<file path="src/rtl/nanov_sequencer_if.sv">
// Fetch, core-timing and serial-memory signals of the nanoV sequencer.
// master: the sequencer. slave: the fetch/core/memory side.
interface nanov_sequencer_if;
  logic       instr_valid;
  logic [4:0] next_op;
  logic [2:0] next_funct3;
  logic       instr_take;
  logic       branch;
  logic       fetch_flush;
  logic [4:0] counter;
  logic [2:0] cycle;
  logic       core_en;
  logic       mem_req;
  logic       mem_ready;
  logic       shift_data_out;
  logic       mem_err;

  modport master (
    input  instr_valid, next_op, next_funct3, branch, mem_ready,
    output instr_take, fetch_flush, counter, cycle, core_en, mem_req,
           shift_data_out, mem_err
  );

  modport slave (
    output instr_valid, next_op, next_funct3, branch, mem_ready,
    input  instr_take, fetch_flush, counter, cycle, core_en, mem_req,
           shift_data_out, mem_err
  );
endinterface

</file>
<file path="src/rtl/nanov_sequencer.sv">
// nanoV sequencer: bit/pass timing for the bit-serial core, serial memory
// transfer window for loads and stores, and the fetch take/flush handshake.
// Optional build macro NANOV_SEQ_MEM_TIMEOUT_EN adds an idle timeout in MEM
// that aborts the transfer and raises a sticky mem_err.
//
// state   | meaning
// --------+---------------------------------------------------------------
// ST_WAIT | idle, core stalled, waiting for instr_valid
// ST_EXEC | core running one 32-bit pass per 32 clocks
// ST_MEM  | core stalled, one data bit moved per mem_ready
module nanov_sequencer #(
  parameter int MEM_TIMEOUT = 255
) (
  input logic               clk,
  input logic               rst,
  nanov_sequencer_if.master bus
);

  typedef enum logic [1:0] {ST_WAIT, ST_EXEC, ST_MEM} state_e;
  typedef enum logic [2:0] {
    CLS_ALU, CLS_SHIFT, CLS_JMP, CLS_BRANCH, CLS_LOAD, CLS_STORE
  } cls_e;

  state_e     state;
  cls_e       cls;
  logic [4:0] counter_q;
  logic [2:0] cycle_q;
  logic       core_en_q;
  logic       mem_req_q;
  logic       branch_pend;
  logic [4:0] xfer_cnt;

  logic at_end, last_pass, is_mem_cls, xfer_done, timeout_hit, mem_end;
  logic complete, flush_now, take_now;

  function automatic cls_e decode(input logic [4:0] op, input logic [2:0] f3);
    case (op)
      5'b01100, 5'b00100: decode = (f3 == 3'b001 || f3 == 3'b101) ? CLS_SHIFT : CLS_ALU;
      5'b11011, 5'b11001: decode = CLS_JMP;
      5'b11000:           decode = CLS_BRANCH;
      5'b00000:           decode = CLS_LOAD;
      5'b01000:           decode = CLS_STORE;
      default:            decode = CLS_ALU;
    endcase
  endfunction

  function automatic logic [2:0] last_cycle_of(input cls_e c);
    case (c)
      CLS_ALU:  last_cycle_of = 3'd0;
      CLS_LOAD: last_cycle_of = 3'd2;
      default:  last_cycle_of = 3'd1;
    endcase
  endfunction

  // Completion, flush and take decisions for the current clock.
  always_comb begin
    at_end     = (state == ST_EXEC) && (counter_q == 5'd31);
    last_pass  = (cycle_q == last_cycle_of(cls));
    is_mem_cls = (cls == CLS_LOAD) || (cls == CLS_STORE);
    xfer_done  = (state == ST_MEM) && bus.mem_ready && (xfer_cnt == 5'd31);
    mem_end    = xfer_done || timeout_hit;
    complete   = (at_end && last_pass) || (mem_end && cls == CLS_STORE);
    // A pending or same-clock branch wins over a waiting instruction.
    flush_now  = complete && (branch_pend || bus.branch);
    take_now   = !rst && bus.instr_valid &&
                 ((state == ST_WAIT) || (complete && !flush_now));
  end

  // Main sequencing FSM with registered core timing outputs.
  always_ff @(posedge clk) begin
    if (rst) begin
      state       <= ST_WAIT;
      cls         <= CLS_ALU;
      counter_q   <= 5'd0;
      cycle_q     <= 3'd0;
      core_en_q   <= 1'b0;
      mem_req_q   <= 1'b0;
      branch_pend <= 1'b0;
      xfer_cnt    <= 5'd0;
    end else begin
      case (state)
        ST_WAIT: begin
          if (bus.instr_valid) begin
            state     <= ST_EXEC;
            cls       <= decode(bus.next_op, bus.next_funct3);
            core_en_q <= 1'b1;
            counter_q <= 5'd0;
            cycle_q   <= 3'd0;
          end
        end
        ST_EXEC: begin
          counter_q <= counter_q + 5'd1;
          if (bus.branch) branch_pend <= 1'b1;
          if (at_end && !last_pass) begin
            cycle_q <= cycle_q + 3'd1;
            if (is_mem_cls && cycle_q == 3'd0) begin
              state     <= ST_MEM;
              core_en_q <= 1'b0;
              mem_req_q <= 1'b1;
              xfer_cnt  <= 5'd0;
            end
          end
        end
        ST_MEM: begin
          if (bus.mem_ready) xfer_cnt <= xfer_cnt + 5'd1;
          if (mem_end && cls == CLS_LOAD) begin
            state     <= ST_EXEC;
            core_en_q <= 1'b1;
            mem_req_q <= 1'b0;
            cycle_q   <= 3'd2;
            xfer_cnt  <= 5'd0;
          end
        end
        default: state <= ST_WAIT;
      endcase

      // Instruction completion overrides the per-state updates above.
      if (complete) begin
        branch_pend <= 1'b0;
        counter_q   <= 5'd0;
        cycle_q     <= 3'd0;
        mem_req_q   <= 1'b0;
        xfer_cnt    <= 5'd0;
        if (take_now) begin
          state     <= ST_EXEC;
          cls       <= decode(bus.next_op, bus.next_funct3);
          core_en_q <= 1'b1;
        end else begin
          state     <= ST_WAIT;
          core_en_q <= 1'b0;
        end
      end
    end
  end

`ifdef NANOV_SEQ_MEM_TIMEOUT_EN
  logic [7:0] idle_cnt;
  logic       mem_err_q;

  assign timeout_hit = (state == ST_MEM) && !bus.mem_ready &&
                       (idle_cnt == 8'(MEM_TIMEOUT - 1));

  // Idle clock counter in MEM; held at zero outside MEM so entry starts clean.
  always_ff @(posedge clk) begin
    if (rst) begin
      idle_cnt  <= 8'd0;
      mem_err_q <= 1'b0;
    end else begin
      if (state != ST_MEM || bus.mem_ready) idle_cnt <= 8'd0;
      else                                  idle_cnt <= idle_cnt + 8'd1;
      if (timeout_hit) mem_err_q <= 1'b1;
    end
  end

  assign bus.mem_err = mem_err_q;
`else
  assign timeout_hit = 1'b0;
  assign bus.mem_err = 1'b0;
`endif

  assign bus.counter        = counter_q;
  assign bus.cycle          = cycle_q;
  assign bus.core_en        = core_en_q;
  assign bus.mem_req        = mem_req_q;
  assign bus.instr_take     = take_now;
  assign bus.fetch_flush    = !rst && flush_now;
  assign bus.shift_data_out = !rst && (state == ST_MEM) && bus.mem_ready;

endmodule

</file>
<file path="src/flat_wrapper.sv">
// flat-port wrapper written by rule: the top's interface ports become plain ports
module nanov_sequencer_flat 
#(
  parameter int MEM_TIMEOUT = 255
)
  (clk, rst, bus_instr_valid, bus_next_op, bus_next_funct3, bus_branch, bus_mem_ready, bus_instr_take, bus_fetch_flush, bus_counter, bus_cycle, bus_core_en, bus_mem_req, bus_shift_data_out, bus_mem_err);
  nanov_sequencer_if bus_i ();
  input logic clk;
  input logic rst;
  input wire logic [$bits(bus_i.instr_valid)-1:0] bus_instr_valid;
  input wire logic [$bits(bus_i.next_op)-1:0] bus_next_op;
  input wire logic [$bits(bus_i.next_funct3)-1:0] bus_next_funct3;
  input wire logic [$bits(bus_i.branch)-1:0] bus_branch;
  input wire logic [$bits(bus_i.mem_ready)-1:0] bus_mem_ready;
  output wire logic [$bits(bus_i.instr_take)-1:0] bus_instr_take;
  output wire logic [$bits(bus_i.fetch_flush)-1:0] bus_fetch_flush;
  output wire logic [$bits(bus_i.counter)-1:0] bus_counter;
  output wire logic [$bits(bus_i.cycle)-1:0] bus_cycle;
  output wire logic [$bits(bus_i.core_en)-1:0] bus_core_en;
  output wire logic [$bits(bus_i.mem_req)-1:0] bus_mem_req;
  output wire logic [$bits(bus_i.shift_data_out)-1:0] bus_shift_data_out;
  output wire logic [$bits(bus_i.mem_err)-1:0] bus_mem_err;
  assign bus_i.instr_valid = bus_instr_valid;
  assign bus_i.next_op = bus_next_op;
  assign bus_i.next_funct3 = bus_next_funct3;
  assign bus_i.branch = bus_branch;
  assign bus_i.mem_ready = bus_mem_ready;
  assign bus_instr_take = bus_i.instr_take;
  assign bus_fetch_flush = bus_i.fetch_flush;
  assign bus_counter = bus_i.counter;
  assign bus_cycle = bus_i.cycle;
  assign bus_core_en = bus_i.core_en;
  assign bus_mem_req = bus_i.mem_req;
  assign bus_shift_data_out = bus_i.shift_data_out;
  assign bus_mem_err = bus_i.mem_err;
  nanov_sequencer #(.MEM_TIMEOUT(MEM_TIMEOUT)) u_core (.clk(clk), .rst(rst), .bus(bus_i));
endmodule
</file>
<file path="config.mk">
export PLATFORM = sky130hd
export DESIGN_NAME = nanov_sequencer_flat
export DESIGN_NICKNAME = d
export VERILOG_FILES = /design/src/rtl/nanov_sequencer_if.sv /design/src/rtl/nanov_sequencer.sv /design/src/flat_wrapper.sv
export SDC_FILE = /design/constraint.sdc
export NUM_CORES = 1
export LEC_CHECK = 0
export CORE_ASPECT_RATIO = 0.7
export CORE_MARGIN = 8
export CORE_UTILIZATION = 30
export DETAILED_ROUTE_END_ITERATION = 16
export PLACE_DENSITY = 0.49
export SYNTH_ARGS = -nofsm -noshare
export SYNTH_HDL_FRONTEND = slang
export SYNTH_SLANG_ARGS = --single-unit
</file>
<file path="constraint.sdc">
create_clock -name clk -period 3 [get_ports clk]
set_input_delay 0.6 -clock clk [delete_from_list [all_inputs] [get_ports clk]]
set_output_delay 0.6 -clock clk [all_outputs]
set_load 0.1 [all_outputs]
</file>
==> metrics, run 1 <==
initial antenna violation count=0; I/O pins=27; clock latency on the worst-skew pair=260 ps; Tightest Pin Transition=641 ps; # hold bufs at CTS=0; H-tree Lvls=1; syn_nets=180; Worst setup EP type=primary output; vias in the first global route=1182; Place WS=406 ps; Synth Flop Type=dfxtp_1; clock buffer depth=2; peak supply drop=0.200 mV; Chip Width=95.0 um; die height=71.3 um; post-synthesis sequential area ratio=32.1%; internal power=462 uW; Async SR Flop Fraction=0%; Ys Warns=0; placed cell count=235; switching share of total power=35.8%; pin count of the biggest net entering global routing=16; clk slew on worst S/H paths=80 ps; Fillers=432; DIE AREA=6770 um2; most frequent cells after synthesis=dfxtp_1 (21), nor2_1 (21), ha_1 (10), inv_1 (10), nor3_1 (10); TritonCTS clock tree=done; critical path arrival=2170 ps; initial detailed-routing violation count=57; WL/cell=14.2 um; combinational share of power=31.0%; RSZ-0062 raised after global routing=no; Layout area overhead=31.1%; hpwl dp=2720 um; r2r worst-path depth=9; layout cells sized above 1=18.8%; Switch Pwr=258 uW; CP Launch Point=u_core.bus.counter[0]; worst flop-to-flop path startpoint=u_core.xfer_cnt[0]; Worst EP required=2400 ps; HP Start=u_core.xfer_cnt[4]; Root Driver=clkbuf_8; fin nets=210; R2R Path End=u_core.bus.cycle[1]; gpl congestion=0.794; Routed Antenna Nets=0; share of power burned in registers=42.2%; Synth area leaders=dfxtp_1 (32%), ha_1 (9.6%), nor2_1 (6.0%), mux2i_1 (3.8%), nor3_1 (3.8%); final worst slack=232 ps; final setup fails=0; Power Density=419 nW/um2; Hold/Removal Path Class=reg -> reg; number of synthesized flops with an enable pin=0; clock sinks=21; total power=720 uW; GRT Overall Usage=10.7%; core box area=4280 um2; footprint of the multi-input gates=857 um2; via count=1240; Mapped Area=1310 um2; Initial Utilization=30.6%; Via density=5.15; max cap viols=0; drt total wl=3420 um; final core utilization=40.1%; clock power share=26.8%; Synth cell types=44; register cell area after layout=423 um2; drt first pass iters=4; P_leak=0.000668 uW; row count=20; non-filler cells, final=241; Worst Path Max Fanout=5; synthesized area per cell=8.34 um2; drc violations=0; Worst Clk Skew=2.67 ps; r2r setup slk=730 ps; crit path launch type=register; Synth top area share=32.1%; Max Slew Vio Count=0; number of diodes=0; remaining global-route overflow=0; Slew HR=56.8%; CP Class=reg -> out; Synth area leader=dfxtp_1; first-pass GRT wire length=5800 um; Hold Violations, Final=0; total CTS buffers=3; Tmin final=2770 ps; Worst Hold Path EP=u_core.xfer_cnt[4]; outcome=finished clean; Cells after Synth=157; register bit count reported by yosys=21; fin crit share=92.3%; hold path depth=2; Max Freq=361 MHz; number of port buffers=24
## state kept, by name (all words and copies together) (netlist names)
register	count
u_core.bus.counter	5
u_core.xfer_cnt	5
u_core.bus.cycle	3
u_core.cls	3
u_core.state	2
u_core.branch_pend	1
u_core.bus.core_en	1
u_core.bus.mem_req	1
## worst max-delay path, stage by stage, from the launching register on
cell      delay [ps]
dfxtp_2          350
ha_1             220
and3_1           190
ha_1             250
o211ai_1         280
nand2_1          140
a21oi_1          250
nor2_4            60
buf_12           160
## stage by stage
stage                     hold slack, ps  instance area, um2  TNS (ps)
after floorplan                      454                1340      -209
after global placement               461                1650         0
after detailed placement             480                1650         0
after CTS                            493                1700         0
after global routing                 540                1720         0
final                                496                1720         0
## area by class of cell
cell class	instances	share of cell area (%)
Multi-Input combinational cell	122	49.9
Sequential cell	21	24.6
Timing Repair Buffer	29	16.5
Tap cell	55	4.01
Clock buffer	3	2.40
Inverter	10	2.18
Clock inverter	1	0.437
## metal layers
metal	vias to the layer above	part of all wire [%]	wire, um	GRT usage [%]
met5	-	0	0	0
met4	0	0.41	14	2.24
met3	2	4.2	142	3.13
met2	22	45	1530	16.2
met1	582	51	1730	14.6
li1	634	-	-	-
## logic make-up (layout without fill, tap and decap cells)
logic type      Yosys count  count (layout)  share of synthesized area [%]
xor+xnor                  3               3                           2.01
simple gates             66              66                           27.3
buf+inv                  14              43                           4.39
flops                    21              21                           32.1
fa+ha+maj                10              10                           9.55
mux                       5               5                           3.82
compound gates           37              37                           20.5
other cells               1               1                          0.286
## cell usage in the layout (no fill, tap or decap), types with 5 or more instances in the layout
cell,instances
clkdlybuf4s50_1,11
o21ai_0,5
nor2_1,20
buf_4,15
a21oi_1,8
inv_1,10
dfxtp_1,19
nor3_1,9
ha_1,10
mux2i_1,5
nand3_1,7
nand2_1,6
## worst max path at each step
stage                      end  slack, ps  cells after the start
6_report        bus_instr_take        230                      8
3_3_place_gp    bus_instr_take        430                      8
5_1_grt         bus_instr_take         40                      7
4_1_cts         bus_instr_take        180                      7
2_1_floorplan  bus_fetch_flush       -210                      4
3_5_place_dp    bus_instr_take        410                      8
## power groups by stage
stage	registers (uW)	logic, uW	clock network [uW]
after floorplan	350	122	0
after global placement	310	221	0
after detailed placement	310	224	0
after CTS	304	225	204
after global routing	306	242	219
final	304	223	193
## timing repair
action / 4_1_cts / 5_1_grt
setup buffers: 0 / 2
setup endpoints to repair: 0 / 1
gates resized for setup: 0 / 0
Note: power is estimated with default switching activity, not from simulation.
==> run 2, diff against run 1 <==
--- a/config.mk
+++ b/config.mk
@@ -5,11 +5,13 @@
 export SDC_FILE = /design/constraint.sdc
 export NUM_CORES = 1
 export LEC_CHECK = 0
+export CELL_PAD_IN_SITES_DETAIL_PLACEMENT = 2
+export CELL_PAD_IN_SITES_GLOBAL_PLACEMENT = 2
 export CORE_ASPECT_RATIO = 0.7
 export CORE_MARGIN = 8
 export CORE_UTILIZATION = 30
 export DETAILED_ROUTE_END_ITERATION = 16
-export PLACE_DENSITY = 0.49
+export PLACE_DENSITY = 0.77
 export SYNTH_ARGS = -nofsm -noshare
 export SYNTH_HDL_FRONTEND = slang
 export SYNTH_SLANG_ARGS = --single-unit
==> metrics, run 2 (synthesis results as in run 1) <==
hold path depth=2 (unchanged); initial antenna violation count=0 (unchanged); CP peak stage delay=500 ps (+150 ps); die height=71.3 um (unchanged); max cap viols=0 (unchanged); clock buffer depth=2 (unchanged); total CTS buffers=3 (unchanged); drc violations=0 (unchanged); clock latency on the worst-skew pair=260 ps (about the same); layout cells sized above 1=17.4% (-1.4 points); Max Slew Vio Count=0 (unchanged); HP Start=u_core.xfer_cnt[4]; Hold/Removal Path Class=reg -> reg; Routed Antenna Nets=0 (unchanged); crit path launch type=register; DP Area=1650 um2 (-0.45%); Tightest Pin Transition=686 ps (+45.0 ps); Slew HR=53.8% (-3.0 points); DIE AREA=6770 um2 (unchanged); final instance area=1700 um2 (-1.1%); Worst Hold Path EP=u_core.xfer_cnt[4]; drt first pass iters=4 (unchanged); commonest cells after routing, fill and taps aside=nor2_1 (20), dfxtp_1 (19), buf_4 (13), clkdlybuf4s50_1 (11); I/O pins=27 (unchanged); Hold Violations, Final=0 (unchanged); r2r worst-path depth=9 (unchanged); most common cell after layout, fill and taps aside=nor2_1; TritonCTS clock tree=done; Tmin final=2830 ps (+63.9 ps); via count=1295 (+4.4%); gpl congestion=0.813 (+2.3%); final setup fails=0 (unchanged); # hold bufs at CTS=0 (unchanged); Via density=5.42 (+5.3%); clock sinks=21 (unchanged); WL/cell=18.9 um (+33%); Worst Path Max Fanout=7 (+2); r2r setup slk=500 ps (-230 ps); Max Freq=353 MHz (-2.3%); CP Class=reg -> out; outcome=finished clean; pin count of the biggest net entering global routing=16 (unchanged); total power=726 uW (+0.87%); fin nets=208 (-0.95%); worst flop-to-flop path startpoint=u_core.xfer_cnt[0]; Initial Utilization=30.6% (unchanged); first-pass GRT wire length=7470 um (+29%); core box area=4280 um2 (unchanged); row count=20 (unchanged); GRT Overall Usage=14.1% (+3.4 points); drt total wl=4510 um (+32%); initial detailed-routing violation count=31 (-46%); final core utilization=39.7% (-0.44 points); Power Density=427 nW/um2 (+2.0%); Root Driver=clkbuf_8; number of port buffers=24 (unchanged); Worst setup EP type=primary output; fin crit share=94.4% (+2.1 points); vias in the first global route=1398 (+18%); critical path cell sequence=nor4_1, o21a_2, o211ai_1, nand2_1, a21oi_1, nor2_4, buf_12; slowest CP cell=dfxtp_1; remaining global-route overflow=0 (unchanged); peak supply drop=0.155 mV (-23%); Layout area overhead=29.7%; Worst Clk Skew=2.12 ps (-0.546 ps); clk slew on worst S/H paths=80 ps (about the same); R2R Path End=u_core.bus.cycle[1]; Worst EP required=2400 ps (about the same); P_leak=0.000660 uW (-1.2%); hpwl dp=3550 um (+31%); critical path arrival=2230 ps (+60 ps); H-tree Lvls=1 (unchanged); number of diodes=0 (unchanged); Chip Width=95.0 um (unchanged)
==> run 2: changes by cell type in the layout (fill, tap and decap cells not counted), sizes merged <==
cell	before	now
buf	18	16
clkbuf	3	4
clkinvlp	1	0
==> run 2: cell type report <==
| class | count | area (um2) |
|---|---|---|
| flip-flops and latches | 21 | 423 |
| inverters | 10 | 37.5 |
| well taps | 55 | 68.8 |
| repair buffers | 27 | 268 |
| multi-input cells | 122 | 857 |
| clock buffers | 4 | 45.0 |
| fillers | 474 | 2580 |
==> run 2: power by group <==
part	internal, uW	leakage [uW]	switching, uW
Clock	94.5	0.0000228	91.2
Combinational	75.2	0.000466	159
Sequential	292	0.000171	13.2
Total	462	0.000660	264
==> run 2: worst max path at each step <==
stage / start / to / depth (start not counted)
2_1_floorplan: u_core.bus.cycle[1] / bus_fetch_flush / 4
3_3_place_gp: bus_mem_ready / u_core.bus.cycle[1] / 7
3_5_place_dp: bus_mem_ready / u_core.bus.cycle[1] / 7
4_1_cts: u_core.cls[0] / bus_instr_take / 7
5_1_grt: u_core.cls[0] / bus_instr_take / 7
6_report: u_core.cls[0] / bus_instr_take / 7
==> run 2: per-layer routing <==
metal | GRT usage, % | part of all wire, % | wire length [um] | up-vias
li1 | - | - | - | 629
met1 | 17.2 | 45 | 2050 | 652
met2 | 25.1 | 51 | 2310 | 12
met3 | 2.82 | 3.1 | 141 | 2
met4 | 2.07 | 0.31 | 14 | 0
met5 | 0 | 0 | 0 | -
==> run 2: metrics by stage <==
| step | hold slack [ps] | setup slack (ps) | instances | TNS, ps |
|---|---|---|---|---|
| floorplan | 454 | -209 | 157 | -209 |
| global placement | 472 | 453 | 234 | 0 |
| detailed placement | 501 | 338 | 234 | 0 |
| CTS | 513 | 86.9 | 238 | 0 |
| global route | 539 | -4.99 | 239 | -4.99 |
| finish | 505 | 168 | 239 | 0 |
==> run 2: what timing repair did <==
item,CTS,global route
endpoints found under the setup margin,0,1
resized for setup,0,0
buffers inserted,0,1
==> run 2: worst max-delay path, delay by kind of cell, from the launching register on <==
family	cells	cell delay, ps
AO/OA/AOI/OAI	3	970
buffers and inverters	1	160
flip-flops	1	500
AND/OR/NAND/NOR	3	340
==> run 3, diff against run 2 <==
--- a/config.mk
+++ b/config.mk
@@ -11,7 +11,8 @@
 export CORE_MARGIN = 8
 export CORE_UTILIZATION = 30
 export DETAILED_ROUTE_END_ITERATION = 16
-export PLACE_DENSITY = 0.77
+export PLACE_DENSITY_LB_ADDON = 0.15
+export SKIP_LAST_GASP = 1
 export SYNTH_ARGS = -nofsm -noshare
 export SYNTH_HDL_FRONTEND = slang
 export SYNTH_SLANG_ARGS = --single-unit
==> metrics, run 3 (synthesis results as in run 1) <==
H-tree Lvls=1 (unchanged); outcome=finished clean; hold_ws=506 ps (+1.52 ps); Via density=5.44 (+0.31%); GRT Overall Usage=13.9% (-0.19 points); RSZ-0062 raised after global routing=no; number of diodes=0 (unchanged); footprint of the multi-input gates=857 um2 (unchanged); Worst Clk Skew=1.20 ps (-0.923 ps); remaining global-route overflow=0 (unchanged); clock sinks=21 (unchanged); final setup fails=0 (unchanged); I/O pins=27 (unchanged); Fillers=491 (+3.6%); initial antenna violation count=0 (unchanged); post-CTS sizing=0 (unchanged); final instance area=1700 um2 (about the same); Power Density=431 nW/um2 (+0.81%); number of port buffers=24 (unchanged); clk slew on worst S/H paths=80 ps (about the same); total power=732 uW (+0.89%); clock latency on the worst-skew pair=270 ps (about the same); commonest cells after routing, fill and taps aside=nor2_1 (20), dfxtp_1 (19), buf_4 (13), clkdlybuf4s50_1 (11); Hold Violations, Final=0 (unchanged); vias in the first global route=1388 (-0.72%); final core utilization=39.7% (about the same); DIE AREA=6770 um2 (unchanged); Hold/Removal Path Class=reg -> reg; P_leak=0.000662 uW (+0.41%); fin nets=208 (unchanged); Worst setup EP type=primary output; Max Freq=361 MHz (+2.1%); Max Slew Vio Count=0 (unchanged); Chip Width=95.0 um (unchanged); Slew HR=59.3% (+5.5 points); Place WS=370 ps (+31.7 ps); WL/cell=18.0 um (-4.5%); gpl congestion=0.733 (-9.8%); drt first pass iters=4 (unchanged); Tmin final=2770 ps (-57.9 ps); layout cells sized above 1=17.9% (+0.54 points); first-pass GRT wire length=7420 um (-0.64%); most common cell after layout, fill and taps aside=nor2_1; initial detailed-routing violation count=48 (+55%); via count=1299 (+0.31%); Layout area overhead=29.8% (about the same); drc violations=0 (unchanged); final worst slack=226 ps (+57.9 ps); Worst Path Max Fanout=5 (-2); TritonCTS clock tree=done; die height=71.3 um (unchanged); CP Class=reg -> out; pin count of the biggest net entering global routing=16 (unchanged); Routed Antenna Nets=0 (unchanged); Initial Utilization=30.6% (unchanged); DP Area=1650 um2 (unchanged); Root Driver=clkbuf_8; row count=20 (unchanged); drt total wl=4310 um (-4.5%); Worst EP required=2400 ps (about the same); peak supply drop=0.135 mV (-13%); register cell area after layout=423 um2 (unchanged); max cap viols=0 (unchanged); Tightest Pin Transition=604 ps (-81.6 ps); critical path arrival=2170 ps (-60 ps); fin crit share=92.5% (-1.9 points); clock buffer depth=2 (unchanged); total CTS buffers=3 (unchanged); hpwl dp=3360 um (-5.3%); crit path launch type=register; core box area=4280 um2 (unchanged)
[run 3: worst paths after layout]
| path | to | slack [ps] | depth (start not counted) | from |
|---|---|---|---|---|
| worst max-delay path | bus_fetch_flush | 230 | 7 | u_core.bus.counter[0] |
| worst min-delay path | u_core.bus.mem_req | 510 | 2 | u_core.bus.mem_req |
| worst max register to register | u_core.bus.cycle[1] | 600 | 9 | u_core.xfer_cnt[0] |
| worst min register to register | u_core.bus.mem_req | 510 | 2 | u_core.bus.mem_req |
[run 3: what timing repair did]
action,in CTS,in global routing
setup endpoints to repair,0,1
setup buffers,0,1
hold buffers,0,0
[run 3: metrics by stage]
stage,TNS (ps),cells
finish,0,239
global placement,0,234
global route,0,239
CTS,0,238
floorplan,-209,157
detailed placement,0,234
[run 3: report_power, final]
part	internal [uW]	leakage [uW]	switching, uW	total [uW]
Sequential	292	0.000171	12.7	305
Combinational	74.6	0.000466	156	231
Clock	92.9	0.0000255	104	197
Total	460	0.000662	273	732
[run 3: layout make-up]
| type | count | area share [%] |
|---|---|---|
| clock inverter | 1 | 0.294 |
| timing repair buffer | 27 | 15.7 |
| sequential | 21 | 24.9 |
| clock buffer | 3 | 2.43 |
| inverter | 10 | 2.21 |
| multi-input combinational | 122 | 50.4 |
| tap | 55 | 4.05 |
[run 3: metal layers]
metal | part of all wire, % | track usage (%)
met1 | 50 | 17.9
met2 | 46 | 22.5
met3 | 3.2 | 3.55
met4 | 0.72 | 3.10
met5 | 0 | 0
[run 3: critical path, cell delays in order, from the launching register on]
cell      delay [ps]
dfxtp_2          380
ha_1             200
and3_1           170
ha_1             260
o211ai_1         200
buf_4            200
a211oi_4         280
buf_12           210
